$ cat src/rtl/aes_sub_bytes_seq.sv
// Byte-serial SubBytes / InvSubBytes engine: feeds one state byte per cycle through a
// single shared external S-box and collects the responses into a 128-bit result register.
module aes_sub_bytes_seq #(
  parameter int NUM_BYTES = 16,
  parameter int SBOX_LAT  = 0
) (
  input  logic                   clk_i,
  input  logic                   rst_i,
  input  logic                   in_valid_i,
  output logic                   in_ready_o,
  input  logic [1:0]             in_op_i,
  input  logic [8*NUM_BYTES-1:0] in_data_i,
  output logic                   out_valid_o,
  input  logic                   out_ready_i,
  output logic [8*NUM_BYTES-1:0] out_data_o,
  output logic                   busy_o,
  output logic [9:0]             sbox_req_o,
  input  logic [7:0]             sbox_rsp_i,
  output logic [1:0]             state_o
);

  // Handshakes: a transfer happens on a rising edge where valid and ready are both high;
  // valid never depends on ready, and out_valid_o/out_data_o hold until the transfer.

  localparam int CNT_W = $clog2(NUM_BYTES + 1);
  localparam logic [CNT_W-1:0] CNT_NUM  = CNT_W'(NUM_BYTES);
  localparam logic [CNT_W-1:0] CNT_LAST = CNT_W'(NUM_BYTES - 1);
  localparam logic [CNT_W-1:0] CNT_ONE  = CNT_W'(1);

  typedef enum logic [1:0] {
    IDLE = 2'd0,
    RUN  = 2'd1,
    DONE = 2'd2
  } state_t;

  state_t                 state_q, state_d;
  logic [8*NUM_BYTES-1:0] data_q;
  logic [8*NUM_BYTES-1:0] res_q;
  logic [1:0]             op_q;
  logic [CNT_W-1:0]       req_cnt_q, rsp_cnt_q;
  logic                   accept, req_fire, rsp_fire, rsp_last;
  logic [7:0]             req_byte;

  assign accept   = in_valid_i && (state_q == IDLE);
  assign req_fire = (state_q == RUN) && (req_cnt_q < CNT_NUM);
  assign rsp_last = rsp_fire && (rsp_cnt_q == CNT_LAST);

  // A response is due SBOX_LAT cycles after its request was driven.
  generate
    if (SBOX_LAT == 0) begin : g_comb_rsp
      assign rsp_fire = req_fire;
    end else begin : g_reg_rsp
      logic [SBOX_LAT-1:0] pend_q;
      always_ff @(posedge clk_i) begin
        if (rst_i) begin
          pend_q <= '0;
        end else begin
          pend_q[0] <= req_fire;
          for (int i = 1; i < SBOX_LAT; i++) pend_q[i] <= pend_q[i-1];
        end
      end
      assign rsp_fire = pend_q[SBOX_LAT-1];
    end
  endgenerate

  always_comb begin
    req_byte = '0;
    for (int i = 0; i < NUM_BYTES; i++) begin
      if (req_cnt_q == CNT_W'(i)) req_byte = data_q[8*i +: 8];
    end
  end

  assign sbox_req_o = req_fire ? {req_byte, op_q} : 10'd0;

  always_comb begin
    state_d = state_q;
    case (state_q)
      IDLE:    if (accept) state_d = RUN;
      RUN:     if (rsp_last) state_d = DONE;
      DONE:    if (out_ready_i) state_d = IDLE;
      default: state_d = IDLE;
    endcase
  end

  always_ff @(posedge clk_i) begin
    if (rst_i) begin
      state_q   <= IDLE;
      data_q    <= '0;
      op_q      <= '0;
      req_cnt_q <= '0;
      rsp_cnt_q <= '0;
      res_q     <= '0;
    end else begin
      state_q <= state_d;
      if (accept) begin
        data_q    <= in_data_i;
        op_q      <= in_op_i;
        req_cnt_q <= '0;
        rsp_cnt_q <= '0;
      end
      if (req_fire) req_cnt_q <= req_cnt_q + CNT_ONE;
      if (rsp_fire) begin
        rsp_cnt_q <= rsp_cnt_q + CNT_ONE;
        for (int i = 0; i < NUM_BYTES; i++) begin
          if (rsp_cnt_q == CNT_W'(i)) res_q[8*i +: 8] <= sbox_rsp_i;
        end
      end
    end
  end

  assign in_ready_o  = (state_q == IDLE);
  assign out_valid_o = (state_q == DONE);
  assign busy_o      = (state_q == RUN) || (state_q == DONE);
  assign out_data_o  = res_q;
  assign state_o     = state_q;

endmodule

$ cat config.mk
export PLATFORM = sky130hd
export DESIGN_NAME = aes_sub_bytes_seq
export DESIGN_NICKNAME = d
export VERILOG_FILES = /design/src/rtl/aes_sub_bytes_seq.sv
export SDC_FILE = /design/constraint.sdc
export NUM_CORES = 1
export LEC_CHECK = 0
export CAP_MARGIN = 0
export CORE_AREA = 2 2 210 109
export DETAILED_ROUTE_END_ITERATION = 12
export DIE_AREA = 0 0 212 111
export GPL_ROUTABILITY_DRIVEN = 0
export PLACE_DENSITY = 0.87
export SLEW_MARGIN = 20
export SYNTH_ARGS = -nofsm -noshare
export SYNTH_HDL_FRONTEND = slang
export SYNTH_SLANG_ARGS = --single-unit
$ cat constraint.sdc
create_clock -name clk_i -period 4.45 [get_ports clk_i]
set_clock_uncertainty 0.05 [all_clocks]
set_input_delay 0.89 -clock clk_i [delete_from_list [all_inputs] [get_ports clk_i]]
set_output_delay 0.89 -clock clk_i [all_outputs]
set_load 0.05 [all_outputs]
==> results.toml <==
[yosys]
synth_top_family_by_area = "simple AND/OR/NAND/NOR gates"
yosysUniqueCellTypes = 59
synth_top_area_frac = 0.480
syn_avg_cell_area_um2 = 8.21
synth_nets = 1527
synth_common_cells = "nand2_1 (312), dfxtp_1 (270), a21oi_1 (190)"
synthCells = 1371
synthXorXnorAreaFrac = 0
synth.largest_area_cell = "dfxtp_1"
synthAdderAreaFrac = 0.0156
async_flop_share = 0
synth_most_common_cell = "nand2_1"
synth_compound_area_frac = 0.142
synthMuxAreaShare = 0.109
synth_area_leaders = "dfxtp_1 (48%), mux2i_1 (11%), nand2_1 (10%)"
syn-cell-area_mm2 = 0.0113
synth-simple-area-share = 0.211
synth_seq_cells = 270
synth_edf_count = 0
ys.warnings.count = 0
seq_area_frac_synth = 0.480
ys.flop_type = "dfxtp_1"

[outcome]
status = "finished clean"

[cts]
clk_pin_slew_ns = 0.07
htree_levels = 1
cts_max_path_buffers = 3
cts_tree = "done"
cts_buffers = 24
cts.sinks = 270
cts_root_buf = "clkbuf_16"
clk_latency_ns = 0.54
hold_buffers = 0

[worst_setup_path]
cp-end-kind = "output port"
cpMaxStageDelayCell = "dfxtp_1"
cp.required_ns = 3.51
arrival_ns = 3.38
critPathLaunchType = "flop"
r2r_start = "state_o[1]$_SDFFE_PP0P_"
cpPeakStageDelay_ns = 0.44
cp_max_fo = 14
path_cells = "inv_1 -> ha_1 -> buf_4 -> a21oi_1 -> a221oi_1 -> o32ai_1 -> o221ai_1 -> a211oi_2 -> o22ai_1 -> buf_4"
cp.depth = 10
cpMostUsedCell = "buf_4"
critical-path-top-delay-family = "compound AO/OA/AOI/OAI gates"
reg2regPathDepth = 9
critical_path_buf_inv_count = 3
startpoint = "req_cnt_q[0]$_SDFFE_PP0P_"
criticalPathCategory = "reg2out"

[place]
io_buffers = 284
place_ws_ns = 0.490
dp_hpwl_um = 28000

[finish]
area_delta_synth_final_pct = 33.2
drive_gt1_frac = 0.0535
nets = 1747
regArea_mm2 = 0.00541
multiInputGateArea_mm2 = 0.00540
n_antenna_cell = 0
fill_cells = 1731
fin_util = 0.682

[global_routing]
grt_antenna_before_repair = 0
grt_pass1_vias = 10331
grt_pass1_wl_um = 58600
grt_max_degree = 110
gr-total-overflow = 0
grt_use_total = 0.321

[min_path]
min_path_cells = 2
min_from = "out_data_o[127]$_SDFFE_PP0P_"
min_path_type = "reg2reg"

[sta]
drv_slew = 0
setup_violations = 0
fin_hold_ws_ns = 0.408
worst_pin_slew_ns = 0.928
fin_crit_ns = 4.32
fmax_mhz = 231
finalSetupTns_ns = 0
slew_headroom = 0.380
worst_slack_ns = 0.126
period_share = 0.972
finalHoldViolCount = 0
rsz0062_at_grt = "false"

[floorplan]
fp.dieH_um = 111
fp.dieArea_mm2 = 0.0235
die-width_um = 212
core-area_mm2 = 0.0220
start_util = 0.512
row_count = 39
ios = 285

[pwr]
report.power.total_mw = 5.73
leakagePower_nw = 6.08
cellPowerDensity_mw_per_mm2 = 382
ir_drop_v = 0.000246

[run]
cap_violations = 0

[route]
drt_iter0_drc = 1356
via_per_inst = 5.71
wl_per_cell_um = 20.2
vias = 10920
drc = 0
drt_wl_total_um = 38700
detail-route-antenna-nets = 0
firstDrtPassIters = 8
worst min-delay path: stages, from the launching register on:
cell     delay, ns
dfxtp_1       0.31
nand2_1       0.05
a21oi_1       0.05
power by group:
part           internal (mW)  switching, mW
clock network           1.18          0.925
registers               2.55          0.116
logic                  0.350          0.609
total                   4.07           1.65
path summary, 6_finish.rpt:
kind,to,slack (ns)
min,out_data_o[127]$_SDFFE_PP0P_,0.41
min reg2reg,out_data_o[127]$_SDFFE_PP0P_,0.41
max reg2reg,out_data_o[118]$_SDFFE_PP0P_,1.50
max,sbox_req_o[7],0.13
cell families (layout without fill, tap and decap cells):
logic type      after synthesis  in the layout
fa+ha+maj                    14             14
buf+inv                     122            357
mux                         123            123
compound gates              281            281
flops                       270            270
simple gates                561            561
routing by layer:
metal	up-vias	part of all wire	wire length (µm)	GRT usage
li1	5060	-	-	-
met1	5212	0.46	17600	0.476
met2	579	0.39	15200	0.438
met3	67	0.13	5010	0.122
met4	2	0.018	711	0.0573
met5	-	0.0016	63	0.0216
state kept, by name, indices dropped and copies added (netlist names):
name and cells:
data_q 128, out_data_o 128, req_cnt_q 5, rsp_cnt_q 5
op_q 2, state_o 2
timing repair:
| item | 4_1_cts | 5_1_grt |
|---|---|---|
| pin swaps | 0 | 0 |
| resized for setup | 2 | 5 |
| setup endpoints to repair | 2 | 2 |
| setup buffers | 0 | 0 |
cell type report:
| type | count | share of cell area |
|---|---|---|
| inverters | 17 | 0.00425 |
| repair buffers | 299 | 0.198 |
| clock buffers | 34 | 0.0452 |
| well taps | 307 | 0.0256 |
| multi-input cells | 979 | 0.360 |
| flip-flops and latches | 270 | 0.360 |
| clock inverters | 7 | 0.00659 |
stage by stage:
step,instances,cell area (µm²)
after floorplan,1371,11300
after global placement,1872,14200
after detailed placement,1872,14200
after CTS,1913,15000
after global routing,1913,15000
final,1913,15000
cells in the final DEF, fill, tap and decap left out, types with 16 or more instances in the layout:
master           count
a21oi_1            190
buf_4               19
clkbuf_16           24
clkdlybuf4s50_1    275
dfxtp_1            268
inv_1               16
mux2i_1            122
nand2_1            311
nand3_1             21
nor2_1             161
o21ai_0             27
(Power assumes the default switching activity.)
